<file path="src/rtl/pipe_hazard_ctrl.sv">
// Hazard and stage-control unit for the 5-stage MIPS core: operand forwarding,
// load-use/MDU stalls, exception flush sequencing, debug halt/step and a stall counter.
module pipe_hazard_ctrl #(
    parameter int unsigned ADDR_W  = 5,
    parameter int unsigned MDU_LAT = 8,
    parameter int unsigned CNT_W   = 16,
    parameter int unsigned FWD_WB  = 1
) (
    input  logic              clk,
    input  logic              rst,
    input  logic              debug_en,
    input  logic              debug_step,
    input  logic [ADDR_W-1:0] rs_addr,
    input  logic [ADDR_W-1:0] rt_addr,
    input  logic              rs_used,
    input  logic              rt_used,
    input  logic              id_is_store,
    input  logic              id_mdu_start,
    input  logic              id_mdu_read,
    input  logic [ADDR_W-1:0] exe_waddr,
    input  logic [ADDR_W-1:0] mem_waddr,
    input  logic [ADDR_W-1:0] wb_waddr,
    input  logic              exe_wen,
    input  logic              mem_wen,
    input  logic              wb_wen,
    input  logic              exe_is_load,
    input  logic              mem_is_load,
    input  logic              exc_req,
    output logic [2:0]        fwd_a_sel,
    output logic [2:0]        fwd_b_sel,
    output logic              fwd_m,
    output logic              pc_redirect,
    output logic              if_en,
    output logic              id_en,
    output logic              exe_en,
    output logic              mem_en,
    output logic              wb_en,
    output logic              if_rst,
    output logic              id_rst,
    output logic              exe_rst,
    output logic              mem_rst,
    output logic              wb_rst,
    output logic              mdu_busy,
    output logic [CNT_W-1:0]  stall_cnt
);

    localparam int unsigned MW = $clog2(MDU_LAT + 1);

    typedef enum logic [1:0] {S_RUN, S_FLUSH, S_HALT} state_t;

    state_t           r_state;
    state_t           w_next;
    logic             r_step_prev;
    logic [MW-1:0]    r_mdu_cnt;
    logic [CNT_W-1:0] r_stall_cnt;

    logic       w_step_edge;
    logic [3:0] w_fa;
    logic [3:0] w_fb;
    logic       w_fwd_m;
    logic       w_load_use;
    logic       w_mdu_busy;
    logic       w_stall;
    logic       w_active;
    logic       w_halted;
    logic       w_id_adv;

    // Result packs {load_use_stall, sel[2:0]}; EXE > MEM > WB priority.
    function automatic logic [3:0] fwd_calc(input logic used, input logic [ADDR_W-1:0] addr);
        logic [3:0] res;
        res = '0;
        if (used && addr != '0) begin
            if (exe_wen && exe_waddr == addr)
                res = exe_is_load ? 4'b1000 : 4'b0001;
            else if (mem_wen && mem_waddr == addr)
                res = mem_is_load ? 4'b0011 : 4'b0010;
            else if (wb_wen && wb_waddr == addr)
                res = (FWD_WB != 0) ? 4'b0100 : 4'b0000;
        end
        return res;
    endfunction

    always_comb begin
        w_step_edge = debug_step & ~r_step_prev;
        w_fa        = fwd_calc(rs_used, rs_addr);
        w_fb        = fwd_calc(rt_used, rt_addr);
        // Store data can wait for the load result in MEM unless rs stalls anyway.
        w_fwd_m     = w_fb[3] & id_is_store & ~w_fa[3];
        w_load_use  = w_fa[3] | (w_fb[3] & ~w_fwd_m);
        w_mdu_busy  = (r_mdu_cnt != '0);
        w_stall     = w_load_use | (w_mdu_busy & (id_mdu_read | id_mdu_start));
    end

    always_comb begin
        w_next      = r_state;
        w_active    = 1'b0;
        w_halted    = 1'b0;
        pc_redirect = 1'b0;
        if_en       = 1'b1;
        id_en       = 1'b1;
        exe_en      = 1'b1;
        mem_en      = 1'b1;
        wb_en       = 1'b1;
        if_rst      = 1'b0;
        id_rst      = 1'b0;
        exe_rst     = 1'b0;
        mem_rst     = 1'b0;
        wb_rst      = 1'b0;
        fwd_a_sel   = w_fa[2:0];
        fwd_b_sel   = w_fwd_m ? 3'd0 : w_fb[2:0];
        fwd_m       = w_fwd_m;

        case (r_state)
            S_RUN: begin
                w_active = 1'b1;
                if (exc_req)
                    w_next = S_FLUSH;
                else if (debug_en && !w_step_edge)
                    w_next = S_HALT;
            end
            S_FLUSH: begin
                pc_redirect = 1'b1;
                id_rst      = 1'b1;
                exe_rst     = 1'b1;
                mem_rst     = 1'b1;
                w_next      = debug_en ? S_HALT : S_RUN;
            end
            S_HALT: begin
                if (w_step_edge) begin
                    w_active = 1'b1;
                    w_next   = exc_req ? S_FLUSH : (debug_en ? S_HALT : S_RUN);
                end else begin
                    w_halted = 1'b1;
                    if_en    = 1'b0;
                    id_en    = 1'b0;
                    exe_en   = 1'b0;
                    mem_en   = 1'b0;
                    wb_en    = 1'b0;
                    w_next   = debug_en ? S_HALT : S_RUN;
                end
            end
            default: w_next = S_RUN;
        endcase

        if (w_active && w_stall) begin
            if_en   = 1'b0;
            id_en   = 1'b0;
            exe_rst = 1'b1;
        end

        if (rst) begin
            pc_redirect = 1'b0;
            if_en       = 1'b1;
            id_en       = 1'b1;
            exe_en      = 1'b1;
            mem_en      = 1'b1;
            wb_en       = 1'b1;
            if_rst      = 1'b1;
            id_rst      = 1'b1;
            exe_rst     = 1'b1;
            mem_rst     = 1'b1;
            wb_rst      = 1'b1;
            fwd_a_sel   = 3'd0;
            fwd_b_sel   = 3'd0;
            fwd_m       = 1'b0;
        end

        w_id_adv = w_active & ~w_stall;
    end

    always_ff @(posedge clk or posedge rst) begin
        if (rst) begin
            r_state     <= S_RUN;
            r_step_prev <= 1'b0;
            r_mdu_cnt   <= '0;
            r_stall_cnt <= '0;
        end else begin
            r_state     <= w_next;
            r_step_prev <= debug_step;
            if (id_mdu_start && w_id_adv)
                r_mdu_cnt <= MW'(MDU_LAT);
            else if (!w_halted && r_mdu_cnt != '0)
                r_mdu_cnt <= r_mdu_cnt - MW'(1);
            if (w_active && w_stall && r_stall_cnt != '1)
                r_stall_cnt <= r_stall_cnt + CNT_W'(1);
        end
    end

    assign mdu_busy  = w_mdu_busy;
    assign stall_cnt = r_stall_cnt;

endmodule
</file>
<file path="config.mk">
export PLATFORM = sky130hd
export DESIGN_NAME = pipe_hazard_ctrl
export DESIGN_NICKNAME = d
export VERILOG_FILES = /design/src/rtl/pipe_hazard_ctrl.sv
export SDC_FILE = /design/constraint.sdc
export NUM_CORES = 1
export LEC_CHECK = 0
export CORE_MARGIN = 4
export CORE_UTILIZATION = 40
export CTS_CLUSTER_DIAMETER = 100
export DETAILED_ROUTE_END_ITERATION = 8
export PLACE_DENSITY = 0.87
export SLEW_MARGIN = 20
export SYNTH_ARGS = -nofsm -noshare
export SYNTH_HDL_FRONTEND = slang
export SYNTH_SLANG_ARGS = --single-unit
</file>
<file path="constraint.sdc">
create_clock -name clk -period 2.43 [get_ports clk]
set_input_delay 0.486 -clock clk [delete_from_list [all_inputs] [get_ports clk]]
set_output_delay 0.486 -clock clk [all_outputs]
set_load 0.02 [all_outputs]
</file>
==> flow_summary.toml <==
[clock_network]
cts.sinks = 23
clkLatencyLatePin_ps = 260
clk_pin_slew_ps = 80
cts_max_level = 1
cts_tree = "yes"
numCtsBuffers = 3
clockBufferDepth = 2
cts_root_buf = "clkbuf_8"

[synth]
synthesis.area_sq_um = 1750
ys_seq_elements = 23
syn_nets = 235
synthDistinctLibCells = 40
synth_edf_count = 0
synth_area_leader_cell = "dfrtp_1"
synth_top_area_share_pct = 32.9
synth_flop_cell = "dfrtp_1"
async_reset_ff_share_pct = 100
syn_area_per_cell_sq_um = 9.11
yosys_warnings = 0
netlist_instances = 192
synth.area.top_cells = "dfrtp_1 (33%), xor2_1 (14%), xnor2_1 (9.5%)"
yosysSeqAreaShare_pct = 32.9

[outcome]
status = "finished, violations left"
violations = "setup timing"

[worst_setup_path]
cp.required_ps = 1940
start_kind = "primary input"
arrival_ps = 2000
worstSetupPathType = "in -> out"
endpoint_kind = "output pin"
path_max_fanout = 3

[routing]
num_vias = 1979
drcViolationCount = 0
ant_nets = 0
drt_first_pass_iters = 4
vias_per_cell = 5.44
wirelength_um = 6550
wire_per_inst_um = 18.0
drt_iter0_drc = 118

[floorplanning]
rows = 23
die_y_um = 74.1
pin_count = 75
start_util_pct = 42.5
die_width_um = 74.1
dieArea_sq_um = 5500
coreArea_sq_um = 4120

[run]
cap_viol_max_count = 0

[placed_design]
dp_cells = 349
dp_hpwl_um = 4630
gp_congestion = 0.900
port_buffers = 74
pre_cts_slack_ps = -813

[global_routing]
antenna_found_initial = 0
grt_max_degree = 28
first_global_vias = 1995
grt_pass1_wl_um = 9380
track_usage_pct = 22.2
overflow = 0

[power_and_ir_drop]
ir_worst_vdd_v = 0.000360
p_per_area_nw_per_um2 = 600
power_mw = 1.82
leakage_nw = 1.39

[cells_and_area]
final_cells = 364
final_common_cell = "buf_4"
layout-drive-gt1-share_pct = 36.6
layout.nets = 358
diodes = 0
final_cell_mix = "buf_4 (52), clkdlybuf4s50_1 (31), xor2_1 (28)"
syn_to_final_growth_pct = 73.5
nFillCells = 288

[sta]
setup_viol = 4
finalCriticalPeriod_ps = 2480
timing.final.ws_setup_ps = -52.1
relSlewSlack_pct = 69.6
fin_crit_sh_pct = 102
worstMarginPinSlew_ps = 451
finClkSkew_ps = 1.39
hold_ws_ps = 503
max_freq_ghz = 0.403
rsz0062_at_grt = "yes"
hold_viol = 0
setup_tns_ps = -107
drv_slew = 0

[hold_path]
hold_class = "reg -> reg"
metal layers:
metal	global-route usage [%]	part of all wire, %
met5	0	0
met1	24.2	38
met4	8.85	4.1
met2	42.3	54
met3	3.38	3.7
registers in the layout, summed over array words and instances, names as in the netlist:
signal / count
r_state: 2
r_step_prev: 1
stall_cnt: 16
r_mdu_cnt: 4
final timing paths:
kind | slack (ps) | endpoint | startpoint | cells after the start
hold reg to reg | 500 | stall_cnt[9]$_DFFE_PP0P_ | stall_cnt[9]$_DFFE_PP0P_ | 1
min in group asynchronous | 710 | r_mdu_cnt[1]$_DFFE_PP0P_ | rst | 3
setup / recovery | -50 | fwd_a_sel[0] | rs_addr[3] | 9
max in group asynchronous | 1540 | stall_cnt[4]$_DFFE_PP0P_ | rst | 3
setup reg to reg | 140 | stall_cnt[12]$_DFFE_PP0P_ | r_mdu_cnt[1]$_DFFE_PP0P_ | 14
hold / removal | 500 | stall_cnt[9]$_DFFE_PP0P_ | stall_cnt[9]$_DFFE_PP0P_ | 1
metrics by stage:
| step | util [%] | instance area, sq um |
|---|---|---|
| 6_report | 73.8 | 3040 |
| 5_1_grt | 73.8 | 3040 |
| 4_1_cts | 71.5 | 2940 |
| 3_5_place_dp | 68.1 | 2800 |
| 3_3_place_gp | 68.1 | 2800 |
| 2_1_floorplan | - | 1760 |
synth_stat cells, drive strengths merged, types with 2 or more instances:
master  number
a21oi        3
and3         3
buf          7
dfrtp       23
ha           3
inv          8
mux2         2
nand2       15
nand2b       3
nand3        9
nand4        7
nor2        18
nor2b        3
nor3         9
nor4         9
nor4b        2
o21ai        4
or4          3
xnor2       19
xor2        28
cell families after synthesis:
group	synth area share, %
buf+inv	4.94
flops	32.9
mux	1.50
simple gates	26.9
compound gates	8.08
xor+xnor	23.5
fa+ha+maj	2.15
report_power, final:
part	switching, mW	leakage (nW)	internal (mW)
sequential	0.120	0.288	0.481
combinational	0.476	1.08	0.507
clock	0.119	0.0228	0.117
total	0.715	1.39	1.11
worst max-delay path: stages:
cell and delay, ps:
buf_2 120, buf_4 150, xnor2_2 150, nand4_1 170, buf_4 200, nor2_4 110
mux2_2 350, nor3_2 90, buf_4 160
area by class of cell:
cell class	instances	area, sq um	share of cell area [%]
inverter	8	30.0	0.989
tap	50	62.6	2.06
clock buffer	4	45.0	1.48
timing repair buffer	125	1070	35.1
multi-input combinational	154	1260	41.4
sequential	23	576	19.0
repair_timing:
action | 4_1_cts | 5_1_grt
resized for setup | 141 | 25
hold buffers | 0 | 0
buffers inserted | 9 | 2
pin swaps | 23 | 15
gates cloned | 0 | 0
setup endpoints to repair | 20 | 12
(Power assumes the default switching activity.)
